<file path="config.mk">
export PLATFORM = sky130hd
export DESIGN_NAME = poly_eval
export DESIGN_NICKNAME = d
export VERILOG_FILES = /design/src/rtl/poly_eval_pkg.sv /design/src/rtl/poly_eval_datapath.sv /design/src/rtl/poly_eval.sv
export SDC_FILE = /design/constraint.sdc
export NUM_CORES = 1
export LEC_CHECK = 0
export CAP_MARGIN = 30
export CELL_PAD_IN_SITES_DETAIL_PLACEMENT = 2
export CELL_PAD_IN_SITES_GLOBAL_PLACEMENT = 2
export CORE_ASPECT_RATIO = 0.7
export CORE_MARGIN = 2
export CORE_UTILIZATION = 44
export CTS_BUF_LIST = sky130_fd_sc_hd__clkbuf_16
export DETAILED_ROUTE_END_ITERATION = 12
export GPL_ROUTABILITY_DRIVEN = 0
export PLACE_DENSITY = 0.9
export SKIP_CTS_REPAIR_TIMING = 1
export SYNTH_ARGS = -nofsm -noshare
export SYNTH_HDL_FRONTEND = slang
export SYNTH_SLANG_ARGS = --single-unit
</file>
<file path="constraint.sdc">
create_clock -name Clock -period 13.69 [get_ports Clock]
set_input_delay 2.0535 -clock Clock [delete_from_list [all_inputs] [get_ports Clock]]
set_output_delay 2.0535 -clock Clock [all_outputs]
set_load 0.005 [all_outputs]
</file>
<file path="src/rtl/poly_eval_pkg.sv">
// poly_eval_pkg: shared definitions for the polynomial evaluator.
//   - state encoding constants and the FSM state enum
//   - idx_w(): width of the load/term index counters for a given degree
package poly_eval_pkg;

  localparam logic [2:0] ST_LOAD_ENC      = 3'd0;
  localparam logic [2:0] ST_LOAD_WAIT_ENC = 3'd1;
  localparam logic [2:0] ST_MUL_ENC       = 3'd2;
  localparam logic [2:0] ST_ADD_ENC       = 3'd3;
  localparam logic [2:0] ST_DONE_ENC      = 3'd4;

  typedef enum logic [2:0] {
    LOAD      = ST_LOAD_ENC,
    LOAD_WAIT = ST_LOAD_WAIT_ENC,
    MUL       = ST_MUL_ENC,
    ADD       = ST_ADD_ENC,
    DONE      = ST_DONE_ENC
  } state_t;

  // The load index runs 0..DEGREE+1, so it needs room for DEGREE+2 values.
  function automatic int idx_w(input int degree);
    return (degree + 2 > 2) ? $clog2(degree + 2) : 1;
  endfunction

endpackage

</file>
<file path="src/rtl/poly_eval_datapath.sv">
// poly_eval_datapath: operand storage and Horner arithmetic.
// Ports:
//   clk, rst_n   clock, asynchronous active-low reset
//   load_en      write din into the slot selected by slot
//   slot         0 -> a_N, 1 -> a_N-1, ..., DEGREE -> a_0, DEGREE+1 -> x
//   start        acc <= a_N, clear overflow
//   mul_en       acc <= acc*x (wrapped)
//   add_en       acc <= acc + a_term (wrapped)
//   term         coefficient index used by add_en
//   din          load data
//   acc          running accumulator
//   ovf          sticky overflow for the current evaluation
module poly_eval_datapath
  import poly_eval_pkg::*;
#(
  parameter int WIDTH  = 8,
  parameter int DEGREE = 2,
  localparam int KW    = idx_w(DEGREE)
) (
  input  logic             clk,
  input  logic             rst_n,
  input  logic             load_en,
  input  logic [KW-1:0]    slot,
  input  logic             start,
  input  logic             mul_en,
  input  logic             add_en,
  input  logic [KW-1:0]    term,
  input  logic [WIDTH-1:0] din,
  output logic [WIDTH-1:0] acc,
  output logic             ovf
);

  localparam logic [KW-1:0] SLOT_X = KW'(DEGREE + 1);

  // coef[j] holds the coefficient of x^j.
  logic [WIDTH-1:0] coef [DEGREE+1];
  logic [WIDTH-1:0] x;
  logic [WIDTH-1:0] coef_sel;
  logic [WIDTH:0]   prod;
  logic [WIDTH:0]   sum;

  // Returns {overflow, low WIDTH bits} of the full 2*WIDTH product.
  function automatic logic [WIDTH:0] mul_wrap(input logic [WIDTH-1:0] a,
                                              input logic [WIDTH-1:0] b);
    logic [2*WIDTH-1:0] full;
    full = {{WIDTH{1'b0}}, a} * {{WIDTH{1'b0}}, b};
    return {|full[2*WIDTH-1:WIDTH], full[WIDTH-1:0]};
  endfunction

  // Returns the WIDTH+1 bit sum; the top bit is the carry out.
  function automatic logic [WIDTH:0] add_wrap(input logic [WIDTH-1:0] a,
                                              input logic [WIDTH-1:0] b);
    return {1'b0, a} + {1'b0, b};
  endfunction

  always_comb begin
    coef_sel = '0;
    for (int j = 0; j <= DEGREE; j++) begin
      if (term == KW'(j)) coef_sel = coef[j];
    end
  end

  assign prod = mul_wrap(acc, x);
  assign sum  = add_wrap(acc, coef_sel);

  // Operand storage: loaded highest coefficient first, then x.
  always_ff @(posedge clk or negedge rst_n) begin
    if (!rst_n) begin
      for (int j = 0; j <= DEGREE; j++) coef[j] <= '0;
      x <= '0;
    end else if (load_en) begin
      if (slot == SLOT_X) x <= din;
      for (int j = 0; j <= DEGREE; j++) begin
        if (slot == KW'(DEGREE - j)) coef[j] <= din;
      end
    end
  end

  // Accumulator stage: one Horner operation per cycle.
  always_ff @(posedge clk or negedge rst_n) begin
    if (!rst_n) begin
      acc <= '0;
      ovf <= 1'b0;
    end else if (start) begin
      acc <= coef[DEGREE];
      ovf <= 1'b0;
    end else if (mul_en) begin
      acc <= prod[WIDTH-1:0];
      ovf <= ovf | prod[WIDTH];
    end else if (add_en) begin
      acc <= sum[WIDTH-1:0];
      ovf <= ovf | sum[WIDTH];
    end
  end

endmodule

</file>
<file path="src/rtl/poly_eval.sv">
// poly_eval: evaluates a_N*x^N + ... + a_1*x + a_0 mod 2^WIDTH by Horner's rule.
// Operands are loaded one per Go pulse: a_N, a_N-1, ..., a_0, then x.
// Ports:
//   Clock        rising-edge clock
//   Reset        asynchronous active-low reset
//   Go           load strobe (level sampled)
//   DataIn       coefficient or x value while Go is high
//   DataResult   registered result of the last completed evaluation
//   ResultValid  DataResult holds a completed evaluation
//   Busy         evaluation in progress, Go ignored
//   Overflow     sticky: an intermediate exceeded WIDTH bits
module poly_eval
  import poly_eval_pkg::*;
#(
  parameter int WIDTH  = 8,
  parameter int DEGREE = 2
) (
  input  logic             Clock,
  input  logic             Reset,
  input  logic             Go,
  input  logic [WIDTH-1:0] DataIn,
  output logic [WIDTH-1:0] DataResult,
  output logic             ResultValid,
  output logic             Busy,
  output logic             Overflow
);

  localparam int            KW    = idx_w(DEGREE);
  localparam logic [KW-1:0] K_X   = KW'(DEGREE + 1);
  localparam logic [KW-1:0] I_TOP = KW'(DEGREE - 1);

  state_t           state;
  logic [KW-1:0]    k;
  logic [KW-1:0]    i;
  logic [WIDTH-1:0] acc;
  logic             load_en;
  logic             start;
  logic             mul_en;
  logic             add_en;

  assign load_en = (state == LOAD) && Go;
  assign start   = (state == LOAD_WAIT) && !Go && (k == K_X);
  assign mul_en  = (state == MUL);
  assign add_en  = (state == ADD);

  poly_eval_datapath #(
    .WIDTH  (WIDTH),
    .DEGREE (DEGREE)
  ) u_datapath (
    .clk     (Clock),
    .rst_n   (Reset),
    .load_en (load_en),
    .slot    (k),
    .start   (start),
    .mul_en  (mul_en),
    .add_en  (add_en),
    .term    (i),
    .din     (DataIn),
    .acc     (acc),
    .ovf     (Overflow)
  );

  always_ff @(posedge Clock or negedge Reset) begin
    if (!Reset) begin
      state       <= LOAD;
      k           <= '0;
      i           <= '0;
      DataResult  <= '0;
      ResultValid <= 1'b0;
      Busy        <= 1'b0;
    end else begin
      case (state)
        LOAD: begin
          if (Go) begin
            // The first load of a new operand set retires the old result flag.
            if (k == '0) ResultValid <= 1'b0;
            state <= LOAD_WAIT;
          end
        end
        LOAD_WAIT: begin
          if (!Go) begin
            if (k == K_X) begin
              state <= MUL;
              k     <= '0;
              i     <= I_TOP;
              Busy  <= 1'b1;
            end else begin
              k     <= k + 1'b1;
              state <= LOAD;
            end
          end
        end
        MUL: state <= ADD;
        ADD: begin
          if (i == '0) begin
            state <= DONE;
          end else begin
            i     <= i - 1'b1;
            state <= MUL;
          end
        end
        DONE: begin
          DataResult  <= acc;
          ResultValid <= 1'b1;
          Busy        <= 1'b0;
          k           <= '0;
          state       <= LOAD;
        end
        default: state <= LOAD;
      endcase
    end
  end

endmodule

</file>
==> impl_metrics.csv <==
group,metric,value,unit
status,outcome,"complete, no violations",
timing,fin_crit_sh,0.391,
place,dp_hpwl,12800,µm
worst_setup_path,ff2ff_path_depth,17,
worst_setup_path,crit_fanout,11,
floorplan,num_rows,32,
drt,drt_first_pass_iters,4,
cells_and_area,drive_gt1_frac,0.134,
clock_tree,cts_max_level,3,
global_routing,grt_pass1_wl,30200,µm
floorplan,core_area,0.0111,mm²
timing,finalSetupTns,0,ns
timing,fin_crit,5.36,ns
timing,setup_viol,0,
worst_setup_path,timing.critical_path.cells,"and2_1 -> fa_1 -> inv_1 -> fa_1 -> inv_1 -> fa_1 -> inv_1 -> fa_1 -> inv_1 -> ha_1 -> o21a_1 -> o31a_1 -> o41ai_4 -> nand2_1 -> o2111ai_1 -> o311ai_2 -> a311oi_2",
global_routing,grt_max_degree,59,
global_routing,grt_usage,0.337,
worst_setup_path,cp-end-kind,"register",
cells_and_area,layout_common_cells,"61 x inv_1, 58 x dfrtp_1, 51 x nand2_1, 51 x ha_1, 40 x mux2_2",
synth,ys_types,56,
timing,slew_viol_final,0,
cells_and_area,mostFrequentLayoutCell,"inv_1",
cells_and_area,multi_input_area,0.00325,mm²
synth,synth.ff_latch_count,58,
floorplan,die_h,93.2,µm
worst_setup_path,required,13.94,ns
drt,wl_per_cell,28.5,µm
drt,vias,4115,
synth,syn_area,0.00500,mm²
cells_and_area,stdcell_count,677,
worst_hold_path,holdPathEnd,"Busy",
worst_setup_path,arrival,5.60,ns
synth,yosysSeqAreaShare,0.290,
synth,syn-num-nets,602,
place,place_inst,661,
worst_setup_path,r2r_slack,8.33,ns
timing,rsz0062_at_grt,"no",
clock_tree,clockBufferDepth,2,
global_routing,grt-ovfl-total,0,
timing,relSlewSlack,0.435,
drt,drtAntennaViolNets,0,
clock_tree,insertion_delay,0.35,ns
clock_tree,cts_sinks,58,
worst_hold_path,holdPathStages,2,
drt,viasPerCell,6.08,
timing,finalHoldViolCount,0,
flow_run,max_cap_violations,0,
worst_setup_path,timing.rr.end,"u_datapath.ovf",
synth,yosys_warnings,0,
cells_and_area,fillCellCount,1122,
synth,synth-edff-count,0,
synth,synth_ff_type,"dfrtp_1",
worst_setup_path,cp-start-kind,"register",
clock_tree,numCtsBuffers,9,
floorplan,ios,22,
synth,syn_inst,503,
global_routing,grt_pass1_vias,4911,
place,port_buffers,21,
worst_setup_path,cp_slowest_cell,"dfrtp_1",
timing,whs,0.515,ns
worst_setup_path,crit_type,"reg -> reg",
floorplan,start_util,0.453,
global_routing,antenna_found_initial,0,
timing,clock_skew,0.00888,ns
clock_tree,clkSlewWorstSetupHoldPaths,0.06,ns
worst_setup_path,reg2reg_from,"u_datapath.acc[4]",
worst_hold_path,hp-start,"Busy",
clock_tree,cts-root-buf,"clkbuf_16",
cells_and_area,area_growth,13.3,%
clock_tree,cts_tree,"built",
cells_and_area,final_nets,618,
floorplan,fp.dieW,131,µm
worst_hold_path,worstHoldPathType,"reg -> reg",
drt,drcViolationCount,0,
cells_and_area,antennaDiodeCount,0,
worst_setup_path,max_stage_delay,0.60,ns
drt,drt-total-wl,19300,µm
timing,tightestPinTransition,0.847,ns
cells_and_area,regArea,0.00145,mm²
drt,drtIter0Drc,223,
synth,syn_avg_cell_area,9.94,µm²
timing,max_freq,187,MHz
floorplan,die_area,0.0122,mm²
synth,async_flop_share,1.00,
-- cell type report --
cell class                      count  share of cell area
Inverter                           62              0.0411
Multi-Input combinational cell    365               0.573
Clock inverter                      7              0.0179
Clock buffer                        9              0.0397
Sequential cell                    58               0.256
Timing Repair Buffer               23              0.0389
Tap cell                          153              0.0338
-- layer usage --
| layer | vias up | share of wire | track usage |
|---|---|---|---|
| met5 | - | 0 | 0 |
| met2 | 172 | 0.49 | 0.577 |
| met3 | 77 | 0.053 | 0.0726 |
| met1 | 2132 | 0.40 | 0.397 |
| met4 | 0 | 0.056 | 0.195 |
| li1 | 1734 | - | - |
-- critical path: cells and delay by family (launching register included) --
family,cells,cell delay (ns)
compound gates,6,1.47
flops,1,0.60
simple gates,2,0.42
fa+ha+maj,5,2.49
buf+inv,4,0.28
-- cells by family after synthesis --
family	share of synthesized area
and+or+nand+nor	0.134
AOI/OAI and AO/OA	0.127
adders and majority gates	0.276
buffers and inverters	0.0608
DFF	0.290
muxes	0.0941
xor gates and xnor gates	0.0175
-- synth_stat cells (all sizes together) (2+ instances only) --
cell type  instances  area share
a21o               6      0.0090
a21oi             20       0.022
a22oi             14       0.021
a311oi             2      0.0048
a32oi              2      0.0035
and2              35       0.044
and3               2      0.0025
buf                4      0.0038
clkbuf            14       0.011
dfrtp             58        0.29
fa                37        0.15
ha                51        0.13
inv               62       0.047
mux2              40       0.090
mux2i              2      0.0040
nand2             51       0.038
nand2b             2      0.0025
nand4              2      0.0025
nor2              22       0.017
nor2b              5      0.0078
nor3               3      0.0040
nor3b              2      0.0030
o2111ai            2      0.0035
o21a               4      0.0060
o21ai             27       0.027
o22ai              3      0.0038
xnor2              8       0.014
xor2               2      0.0035
-- stage by stage --
| step | cell area, µm² | setup slack [ns] | utilization |
|---|---|---|---|
| after CTS | 5670 | 8.36 | 0.513 |
| final | 5670 | 8.33 | 0.513 |
| after floorplan | 5000 | 9.20 | - |
| after detailed placement | 5340 | 8.70 | 0.483 |
| after global placement | 5340 | 9.01 | 0.483 |
| after global routing | 5670 | 8.15 | 0.513 |
-- how the worst max path moves through the flow --
stage / startpoint / endpoint / cells past startpoint
global placement: u_datapath.acc[3] / u_datapath.ovf / 17
finish: u_datapath.acc[4] / u_datapath.ovf / 17
detailed placement: u_datapath.acc[3] / u_datapath.ovf / 17
CTS: u_datapath.acc[4] / u_datapath.ovf / 17
global route: u_datapath.acc[4] / u_datapath.ovf / 17
floorplan: u_datapath.acc[3] / u_datapath.ovf / 18
-- sequential cells by signal (all words and copies together) (netlist names) --
signal	flops
state	3
u_datapath.x	8
u_datapath.coef	24
u_datapath.acc	8
u_datapath.ovf	1
i	2
DataResult	8
ResultValid	1
k	2
Busy	1
Power is not shown: default switching activity piles up to over one toggle a cycle in this logic, so the estimate is an artifact.
